### src/rtl/uart_pkg.sv
// Shared UART definitions: receiver FSM encoding, parity modes and default timing.
package uart_pkg;

    typedef enum logic [2:0] {
        ST_IDLE   = 3'd0,
        ST_START  = 3'd1,
        ST_DATA   = 3'd2,
        ST_PARITY = 3'd3,
        ST_STOP   = 3'd4
    } rx_state_t;

    localparam int unsigned PAR_NONE = 0;
    localparam int unsigned PAR_EVEN = 1;
    localparam int unsigned PAR_ODD  = 2;

    // 50 MHz / 115200 baud / 16x oversampling
    localparam int unsigned DEF_CLK_DIV    = 27;
    localparam int unsigned DEF_OVERSAMPLE = 16;

    // Parity check given the XOR of the data bits and the received parity bit
    function automatic logic parity_error(input int unsigned mode,
                                          input logic        data_xor,
                                          input logic        par_bit);
        case (mode)
            PAR_EVEN: return data_xor ^ par_bit;
            PAR_ODD:  return ~(data_xor ^ par_bit);
            default:  return 1'b0;
        endcase
    endfunction

endpackage

### src/rtl/uart_baud_tick.sv
// Free-running oversample tick: one-clk pulse every CLK_DIV clocks.
module uart_baud_tick
    import uart_pkg::*;
#(
    parameter int unsigned CLK_DIV = DEF_CLK_DIV
) (
    input  logic clk,
    input  logic rst,
    output logic tick
);

    localparam int unsigned CNT_W = 16;
    localparam logic [CNT_W-1:0] CNT_LAST = CNT_W'(CLK_DIV - 1);

    logic [CNT_W-1:0] cnt_q;
    logic             wrap_c;

    assign wrap_c = (cnt_q == CNT_LAST);

    // Divider counter wraps CLK_DIV-1 -> 0; tick registered on the wrap
    always_ff @(posedge clk) begin
        if (rst) begin
            cnt_q <= '0;
            tick  <= 1'b0;
        end else begin
            cnt_q <= wrap_c ? '0 : cnt_q + CNT_W'(1);
            tick  <= wrap_c;
        end
    end

endmodule

### src/rtl/uart_rx_param.sv
// Parameterised oversampling UART receiver with a single-word holding register.
module uart_rx_param
    import uart_pkg::*;
#(
    parameter int unsigned CLK_DIV    = DEF_CLK_DIV,
    parameter int unsigned OVERSAMPLE = DEF_OVERSAMPLE,
    parameter int unsigned DATA_BITS  = 8,
    parameter int unsigned PARITY     = PAR_NONE,
    parameter int unsigned STOP_BITS  = 1
) (
    input  logic                 clk,
    input  logic                 rst,
    input  logic                 rxd,
    output logic [DATA_BITS-1:0] rx_data,
    output logic                 rx_valid,
    input  logic                 rx_ready,
    output logic                 rx_perr,
    output logic                 rx_ferr,
    output logic                 rx_overrun
);

    localparam int unsigned TICK_W = $clog2(OVERSAMPLE);
    localparam int unsigned BIT_W  = 4;

    localparam logic [TICK_W-1:0] TICK_MID  = TICK_W'(OVERSAMPLE / 2 - 1);
    localparam logic [TICK_W-1:0] TICK_LAST = TICK_W'(OVERSAMPLE - 1);
    localparam logic [BIT_W-1:0]  DATA_LAST = BIT_W'(DATA_BITS - 1);
    localparam logic [BIT_W-1:0]  STOP_LAST = BIT_W'(STOP_BITS - 1);

    logic [1:0] sync_q;
    logic       rxd_s;
    logic       tick;

    rx_state_t            state_q,    state_d;
    logic [TICK_W-1:0]    tick_cnt_q, tick_cnt_d;
    logic [BIT_W-1:0]     bit_idx_q,  bit_idx_d;
    logic [DATA_BITS-1:0] shreg_q,    shreg_d;
    logic                 par_q,      par_d;
    logic                 ferr_acc_q, ferr_acc_d;
    logic                 done_c;
    logic                 frame_ferr_c;
    logic                 frame_perr_c;

    // Two-flop synchroniser for the asynchronous line, reset to idle-high
    always_ff @(posedge clk) begin
        if (rst) begin
            sync_q <= 2'b11;
        end else begin
            sync_q <= {sync_q[0], rxd};
        end
    end

    assign rxd_s = sync_q[1];

    uart_baud_tick #(
        .CLK_DIV (CLK_DIV)
    ) u_baud_tick (
        .clk  (clk),
        .rst  (rst),
        .tick (tick)
    );

    // FSM and frame datapath registers
    always_ff @(posedge clk) begin
        if (rst) begin
            state_q    <= ST_IDLE;
            tick_cnt_q <= '0;
            bit_idx_q  <= '0;
            shreg_q    <= '0;
            par_q      <= 1'b0;
            ferr_acc_q <= 1'b0;
        end else begin
            state_q    <= state_d;
            tick_cnt_q <= tick_cnt_d;
            bit_idx_q  <= bit_idx_d;
            shreg_q    <= shreg_d;
            par_q      <= par_d;
            ferr_acc_q <= ferr_acc_d;
        end
    end

    // Next-state logic: every decision is taken on an oversample tick
    always_comb begin
        state_d      = state_q;
        tick_cnt_d   = tick_cnt_q;
        bit_idx_d    = bit_idx_q;
        shreg_d      = shreg_q;
        par_d        = par_q;
        ferr_acc_d   = ferr_acc_q;
        done_c       = 1'b0;
        frame_ferr_c = ferr_acc_q;

        if (tick) begin
            case (state_q)
                ST_IDLE: begin
                    if (!rxd_s) begin
                        state_d    = ST_START;
                        tick_cnt_d = '0;
                        bit_idx_d  = '0;
                        ferr_acc_d = 1'b0;
                    end
                end
                ST_START: begin
                    // Mid start bit: a high line here was only a glitch
                    if (tick_cnt_q == TICK_MID) begin
                        tick_cnt_d = '0;
                        state_d    = rxd_s ? ST_IDLE : ST_DATA;
                    end else begin
                        tick_cnt_d = tick_cnt_q + TICK_W'(1);
                    end
                end
                ST_DATA: begin
                    if (tick_cnt_q == TICK_LAST) begin
                        tick_cnt_d = '0;
                        shreg_d    = {rxd_s, shreg_q[DATA_BITS-1:1]};
                        if (bit_idx_q == DATA_LAST) begin
                            bit_idx_d = '0;
                            state_d   = (PARITY != PAR_NONE) ? ST_PARITY : ST_STOP;
                        end else begin
                            bit_idx_d = bit_idx_q + BIT_W'(1);
                        end
                    end else begin
                        tick_cnt_d = tick_cnt_q + TICK_W'(1);
                    end
                end
                ST_PARITY: begin
                    if (tick_cnt_q == TICK_LAST) begin
                        tick_cnt_d = '0;
                        par_d      = rxd_s;
                        state_d    = ST_STOP;
                    end else begin
                        tick_cnt_d = tick_cnt_q + TICK_W'(1);
                    end
                end
                ST_STOP: begin
                    if (tick_cnt_q == TICK_LAST) begin
                        tick_cnt_d   = '0;
                        frame_ferr_c = ferr_acc_q | ~rxd_s;
                        ferr_acc_d   = frame_ferr_c;
                        if (bit_idx_q == STOP_LAST) begin
                            bit_idx_d = '0;
                            state_d   = ST_IDLE;
                            done_c    = 1'b1;
                        end else begin
                            bit_idx_d = bit_idx_q + BIT_W'(1);
                        end
                    end else begin
                        tick_cnt_d = tick_cnt_q + TICK_W'(1);
                    end
                end
                default: begin
                    state_d = ST_IDLE;
                end
            endcase
        end
    end

    assign frame_perr_c = parity_error(PARITY, ^shreg_q, par_q);

    // Holding register: load on completion if free or drained this clk, else flag overrun
    always_ff @(posedge clk) begin
        if (rst) begin
            rx_data    <= '0;
            rx_valid   <= 1'b0;
            rx_perr    <= 1'b0;
            rx_ferr    <= 1'b0;
            rx_overrun <= 1'b0;
        end else begin
            rx_overrun <= 1'b0;
            if (done_c) begin
                if (!rx_valid || rx_ready) begin
                    rx_data  <= shreg_q;
                    rx_perr  <= frame_perr_c;
                    rx_ferr  <= frame_ferr_c;
                    rx_valid <= 1'b1;
                end else begin
                    rx_overrun <= 1'b1;
                end
            end else if (rx_valid && rx_ready) begin
                rx_valid <= 1'b0;
            end
        end
    end

endmodule

### config.mk
export PLATFORM = sky130hd
export DESIGN_NAME = uart_rx_param
export DESIGN_NICKNAME = d
export VERILOG_FILES = /design/src/rtl/uart_pkg.sv /design/src/rtl/uart_baud_tick.sv /design/src/rtl/uart_rx_param.sv
export SDC_FILE = /design/constraint.sdc
export NUM_CORES = 1
export LEC_CHECK = 0
export ABC_AREA = 1
export BUFFER_PORTS_ARGS = -buffer_cell sky130_fd_sc_hd__buf_4
export CAP_MARGIN = 25
export CELL_PAD_IN_SITES_DETAIL_PLACEMENT = 2
export CELL_PAD_IN_SITES_GLOBAL_PLACEMENT = 2
export CORE_MARGIN = 3
export CORE_UTILIZATION = 30
export DETAILED_ROUTE_END_ITERATION = 16
export GPL_TIMING_DRIVEN = 0
export PLACE_DENSITY_LB_ADDON = 0.2
export SETUP_SLACK_MARGIN = 0.02
export SYNTH_ARGS = -nofsm -noshare
export SYNTH_HDL_FRONTEND = slang
export SYNTH_SLANG_ARGS = --single-unit
### constraint.sdc
create_clock -name clk -period 1.2 [get_ports clk]
set_input_delay 0.18 -clock clk [delete_from_list [all_inputs] [get_ports clk]]
set_output_delay 0.18 -clock clk [all_outputs]
set_load 0.1 [all_outputs]
Yosys cells after proc, flatten, opt, wreduce, memory -nomap -nowiden. Cells that the tools add are included.

Mux-type cells: 31. Reduce and logical (&&, ||, !) cells: 19. Bitwise gates (word level): 3. Add/sub/neg operators: 3. Eq/ne operators: 16.

Operators with widths (number): two-way mux 4 bit (7); one-hot mux 4 bit (3 select lines) (2); two-way mux 3 bit (7); adder 16 x 1 -> 16 bit, second input constant (1); == test 16 x 5 -> 1 bit, second input constant (1); one-hot mux 3 bit (5 select lines) (1); inequality test 2 bit, second input constant (7); two-way mux 1 bit (12); AND reduction 3 bit (3); adder 4 x 1 -> 4 bit, second input constant (2); == test 4 x 3 -> 1 bit, second input constant (2); AND reduction 8 bit (1); == test 3 x 2 -> 1 bit, second input constant (2); nonzero test 3 bit (2); AND reduction 5 bit (1); == test 4 bit, second input constant (1); zero test 4 bit (1); AND reduction 2 bit (2); nonzero test 2 bit (2); OR reduction 2 bit (2); == test 3 x 1 -> 1 bit, second input constant (1); == test 3 bit, second input constant (1); zero test 3 bit (1); OR reduction 3 bit (1); other kinds (8) (9).

Word-level logic and storage cells: 84. Register bits: 50. Bits of input ports: 4. Output and inout bits: 12.

Logic depth before layout (Yosys ltp).
Word-level depth: 7. Mapped depth: 11. Mapped depth without buffers: 11.

By module. From an unflattened synthesis, not the netlist that was laid out.

Cells, all modules: 350. Area total of the unflattened synthesis: 2524.9 µm².

By module, submodules not included: uart_rx_param (area an instance 1629.1 µm², cells an instance 227, sequential area each 660.6 µm², instances 1); uart_baud_tick (area an instance 895.9 µm², cells an instance 123, sequential area each 340.3 µm², instances 1).

Least setup slack after synthesis. Ideal clock, no wire load.

Kind: register to register. Start point: register rx_valid. End point: register rx_data[0]. Library setup time: 0.118 ns. Slack: -0.515 ns. Path buffers: 0. Arrival: 1.597 ns. Clock period less this slack: 1.715 ns. Data required time: 1.082 ns. Cell stages (with the launch flop): 8. Cell sequence: dfxtp_1 -> inv_1 -> nor2_1 -> inv_1 -> nand3_4 -> clkinv_4 -> o21ai_0 -> nor2_1.

Longest elaborated chain between the ends: 3.

RTL lines: start, declared (RTL line uart_rx_param.sv:15) `output logic rx_valid,`; start signal, assigned (RTL line uart_rx_param.sv:164) `rx_valid <= 1'b0;`; start signal, assigned (RTL line uart_rx_param.sv:175) `rx_valid <= 1'b1;`; start signal, assigned (RTL line uart_rx_param.sv:180) `rx_valid <= 1'b0;`; zero test 1 bit (RTL line uart_rx_param.sv:171) `if (!rx_valid || rx_ready) begin`; logical OR 1 bit (RTL line uart_rx_param.sv:171); AND reduction 2 bit (no source line); end signal, assigned (RTL line uart_rx_param.sv:172) `rx_data <= shreg_q;`; end, declared (RTL line uart_rx_param.sv:14) `output logic [DATA_BITS-1:0] rx_data,`.

No other way between the ends. A chain may end at the register's enable or synchronous reset.

Worst setup path in the final report.
Start point: register state_q[0]. End point: register state_q[2].

Longest elaborated chain between the ends: 3. Elaborated cells on any way between the ends: 14. Classes of those cells: 11 x eq/ne; 1 x mux; 2 x reduce/logical.

RTL lines: start, declared (RTL line uart_rx_param.sv:34) `rx_state_t state_q, state_d;`; start signal, assigned (RTL line uart_rx_param.sv:73) `state_q <= state_d;`; == test 3 bit (tied with other cells) (RTL line uart_rx_param.sv:94) `case (state_q)`; inequality test 2 bit (no source line); AND reduction 8 bit (no source line).

Parallel ways exist; a longest one is shown, timed or not.

==> results.py <==
metrics = {
    "status": {
        "status": "finished, violations left",
        "violations": "negative setup slack",
    },
    "sta": {
        "rsz0062_at_grt": "true",
        "clock_skew_ns": 0.0167,
        "finalSetupViolCount": 47,
        "worst_pin_slew_ns": 0.755,
        "fmax_ghz": 0.628,
        "finalCritPeriodShare_pct": 133,
        "period_minus_slack_ns": 1.59,
        "finalMaxSlewViolations": 0,
        "fin_hold_ws_ns": 0.0563,
        "hold_violations": 0,
        "slew_headroom_pct": 49.6,
        "fin_ws_ns": -0.392,
        "final.setup.tns_ns": -10.31,
    },
    "worst_hold_path": {
        "hp-class": "in -> reg",
    },
    "pwr": {
        "internal-power_mw": 2.38,
        "peakVddDrop_mv": 0.651,
        "seq_power_share_pct": 52.1,
        "swShare_pct": 26.1,
        "p_comb_share_pct": 6.6,
        "leakage_nw": 1.55,
        "p_switching_uw": 839,
        "p_clk_share_pct": 41.4,
        "p_per_area_mw_per_mm2": 818,
    },
    "layout": {
        "stdcell_area_mm2": 0.00393,
        "drive_above_1_share_pct": 58.8,
        "final_cell_mix": "buf_4, nand2_1, nor2_1, nor2_4, dfxtp_1",
        "fin_nets": 423,
        "n_antenna_cell": 0,
        "layout_commonest_cell": "buf_4",
        "fin_util_pct": 52.8,
        "final_cells": 514,
        "syn2layout_area_growth_pct": 67.0,
    },
    "cts": {
        "cts-root-buf": "clkbuf_8",
        "cts_buffer_depth": 2,
        "cts_tree": "yes",
        "clkTransAtPathRegs_ns": 0.12,
        "cts-hold-fix-buffers": 0,
        "numCtsBuffers": 5,
        "clkLatencyLatePin_ns": 0.33,
        "h-tree-depth": 2,
        "cts_sinks": 50,
    },
    "global_routing": {
        "antenna_found_initial": 0,
        "track_usage_pct": 22.0,
        "grt_pass1_vias": 2716,
        "grt-ovfl-total": 0,
        "grt_pass1_wl_mm": 15.0,
        "grt_max_degree": 18,
    },
    "placement": {
        "dpl-instance-area_mm2": 0.00265,
        "numPlacedInstances": 446,
        "place_congestion": 0.773,
        "io_buffers": 14,
        "dpl.hpwl_mm": 4.79,
    },
    "yosys": {
        "synthesis.nets": 342,
        "synthCells": 333,
        "ys_seq_area_share_pct": 42.5,
        "ys_types": 26,
        "avgSynthCellArea_um2": 7.08,
        "synth_warnings": 0,
        "synth_area_mm2": 0.00236,
        "synth-seq-cells": 50,
    },
    "detailed_routing": {
        "drc": 0,
        "antenna_left": 0,
        "routed_via_density": 5.20,
        "vias": 2673,
        "wl_mm": 12.6,
        "drt_iter0_drc": 77,
        "first_pass_iters": 4,
        "wl_per_cell_um": 24.5,
    },
    "setup_path": {
        "critPathArrivalTime_ns": 1.83,
        "worst-path-max-fanout": 4,
        "worstSetupStartpointType": "register",
        "required_ns": 1.43,
        "cp-end-kind": "register",
        "crit_type": "reg -> reg",
    },
    "floorplan": {
        "core-area_mm2": 0.00745,
        "die-area_mm2": 0.00895,
        "die_x_um": 94.6,
        "die_h_um": 94.6,
        "io_pins": 16,
        "start_util_pct": 31.6,
        "num_rows": 31,
    },
    "run": {
        "drv_cap": 0,
    },
}
## area by class of cell
| cell class | instances | area [um2] |
|---|---|---|
| fill | 793 | 3510 |
| multi-input combinational | 244 | 1760 |
| sequential | 50 | 1070 |
| timing repair buffer | 73 | 666 |
| inverter | 34 | 163 |
| tap | 99 | 124 |
| clock buffer | 5 | 68.8 |
| clock inverter | 3 | 47.5 |
| buffer | 5 | 35.0 |
| timing repair inverter | 1 | 6.26 |
## Yosys cell counts, drive strengths merged
master / count / share of area [%]
inv: 33 / 5.3
conb: 1 / 0.16
clkbuf: 2 / 0.32
o21ai: 22 / 4.7
dfxtp: 50 / 42
or2: 4 / 1.1
nand3: 22 / 5.8
nand4: 7 / 1.9
nor2: 79 / 14
xor2: 5 / 1.9
nand2: 66 / 11
nor3: 7 / 1.7
a21oi: 22 / 4.7
clkinv: 1 / 0.37
a211oi: 1 / 0.32
xnor2: 3 / 1.1
buf: 3 / 0.74
ha: 5 / 2.7
## sequential cells by signal (all words and copies together), names as in the netlist, 2 cells and up
signal	flops
bit_idx_q	4
rx_data	8
shreg_q	8
state_q	3
sync_q	2
tick_cnt_q	4
u_baud_tick.cnt_q	16
## routing by layer
layer  share of wire (%)  global-route usage (%)  vias up
met2                  54                    40.1       64
met3                 2.7                    3.35       43
met5                   0                       0        -
met1                  39                    26.1     1334
li1                    -                       -     1232
met4                 4.1                    7.21        0
## worst max-delay path, stage by stage, from the launching register on
cell and delay, ns:
dfxtp_4 0.39, buf_4 0.15, nand2_1 0.10, nor2_2 0.06
nand2_1 0.10, nand2_1 0.10, nor2_4 0.16, nand2_4 0.10
nand2_2 0.08, nand2_1 0.07, nor2_1 0.20
## cell families (layout without fill, tap and decap cells)
| logic type | after synthesis | after routing | synth area share (%) |
|---|---|---|---|
| AND/OR/NAND/NOR | 185 | 185 | 35.4 |
| flip-flops | 50 | 50 | 42.5 |
| AO/OA/AOI/OAI | 45 | 45 | 9.67 |
| buffers and inverters | 39 | 121 | 6.69 |
| XOR/XNOR | 8 | 8 | 2.97 |
| adder cells (fa/ha/maj) | 5 | 5 | 2.66 |
| other | 1 | 1 | 0.159 |
## path summary, 6_finish.rpt
path              slack [ns]  cells past startpoint         end       start
setup reg to reg       -0.39                     10  state_q[2]  state_q[0]
hold reg to reg         0.50                      1   sync_q[1]   sync_q[0]
hold / removal          0.06                      2   sync_q[0]         rxd
setup / recovery       -0.39                     10  state_q[2]  state_q[0]
## through the flow
stage | total power [mW] | setup WS (ns)
after floorplan | 1.78 | -0.0441
after global placement | 1.81 | -0.234
after detailed placement | 1.81 | -0.289
after CTS | 3.14 | -0.194
after global routing | 3.31 | -0.482
final | 3.22 | -0.392
## power groups by stage
stage	combinational, mW	clock (mW)	sequential (mW)
2_1_floorplan	0.0663	0	1.71
4_1_cts	0.153	1.32	1.67
5_1_grt	0.222	1.41	1.68
6_report	0.212	1.33	1.67
3_3_place_gp	0.0939	0	1.72
3_5_place_dp	0.0972	0	1.72
## what timing repair did
| action | 4_1_cts | 5_1_grt |
|---|---|---|
| setup buffers | 37 | 22 |
| pin swaps | 26 | 31 |
| setup endpoints to repair | 47 | 50 |
| gates resized for setup | 104 | 110 |
| cloned | 1 | 1 |
No activity file was read; power rests on OpenSTA's default activity.
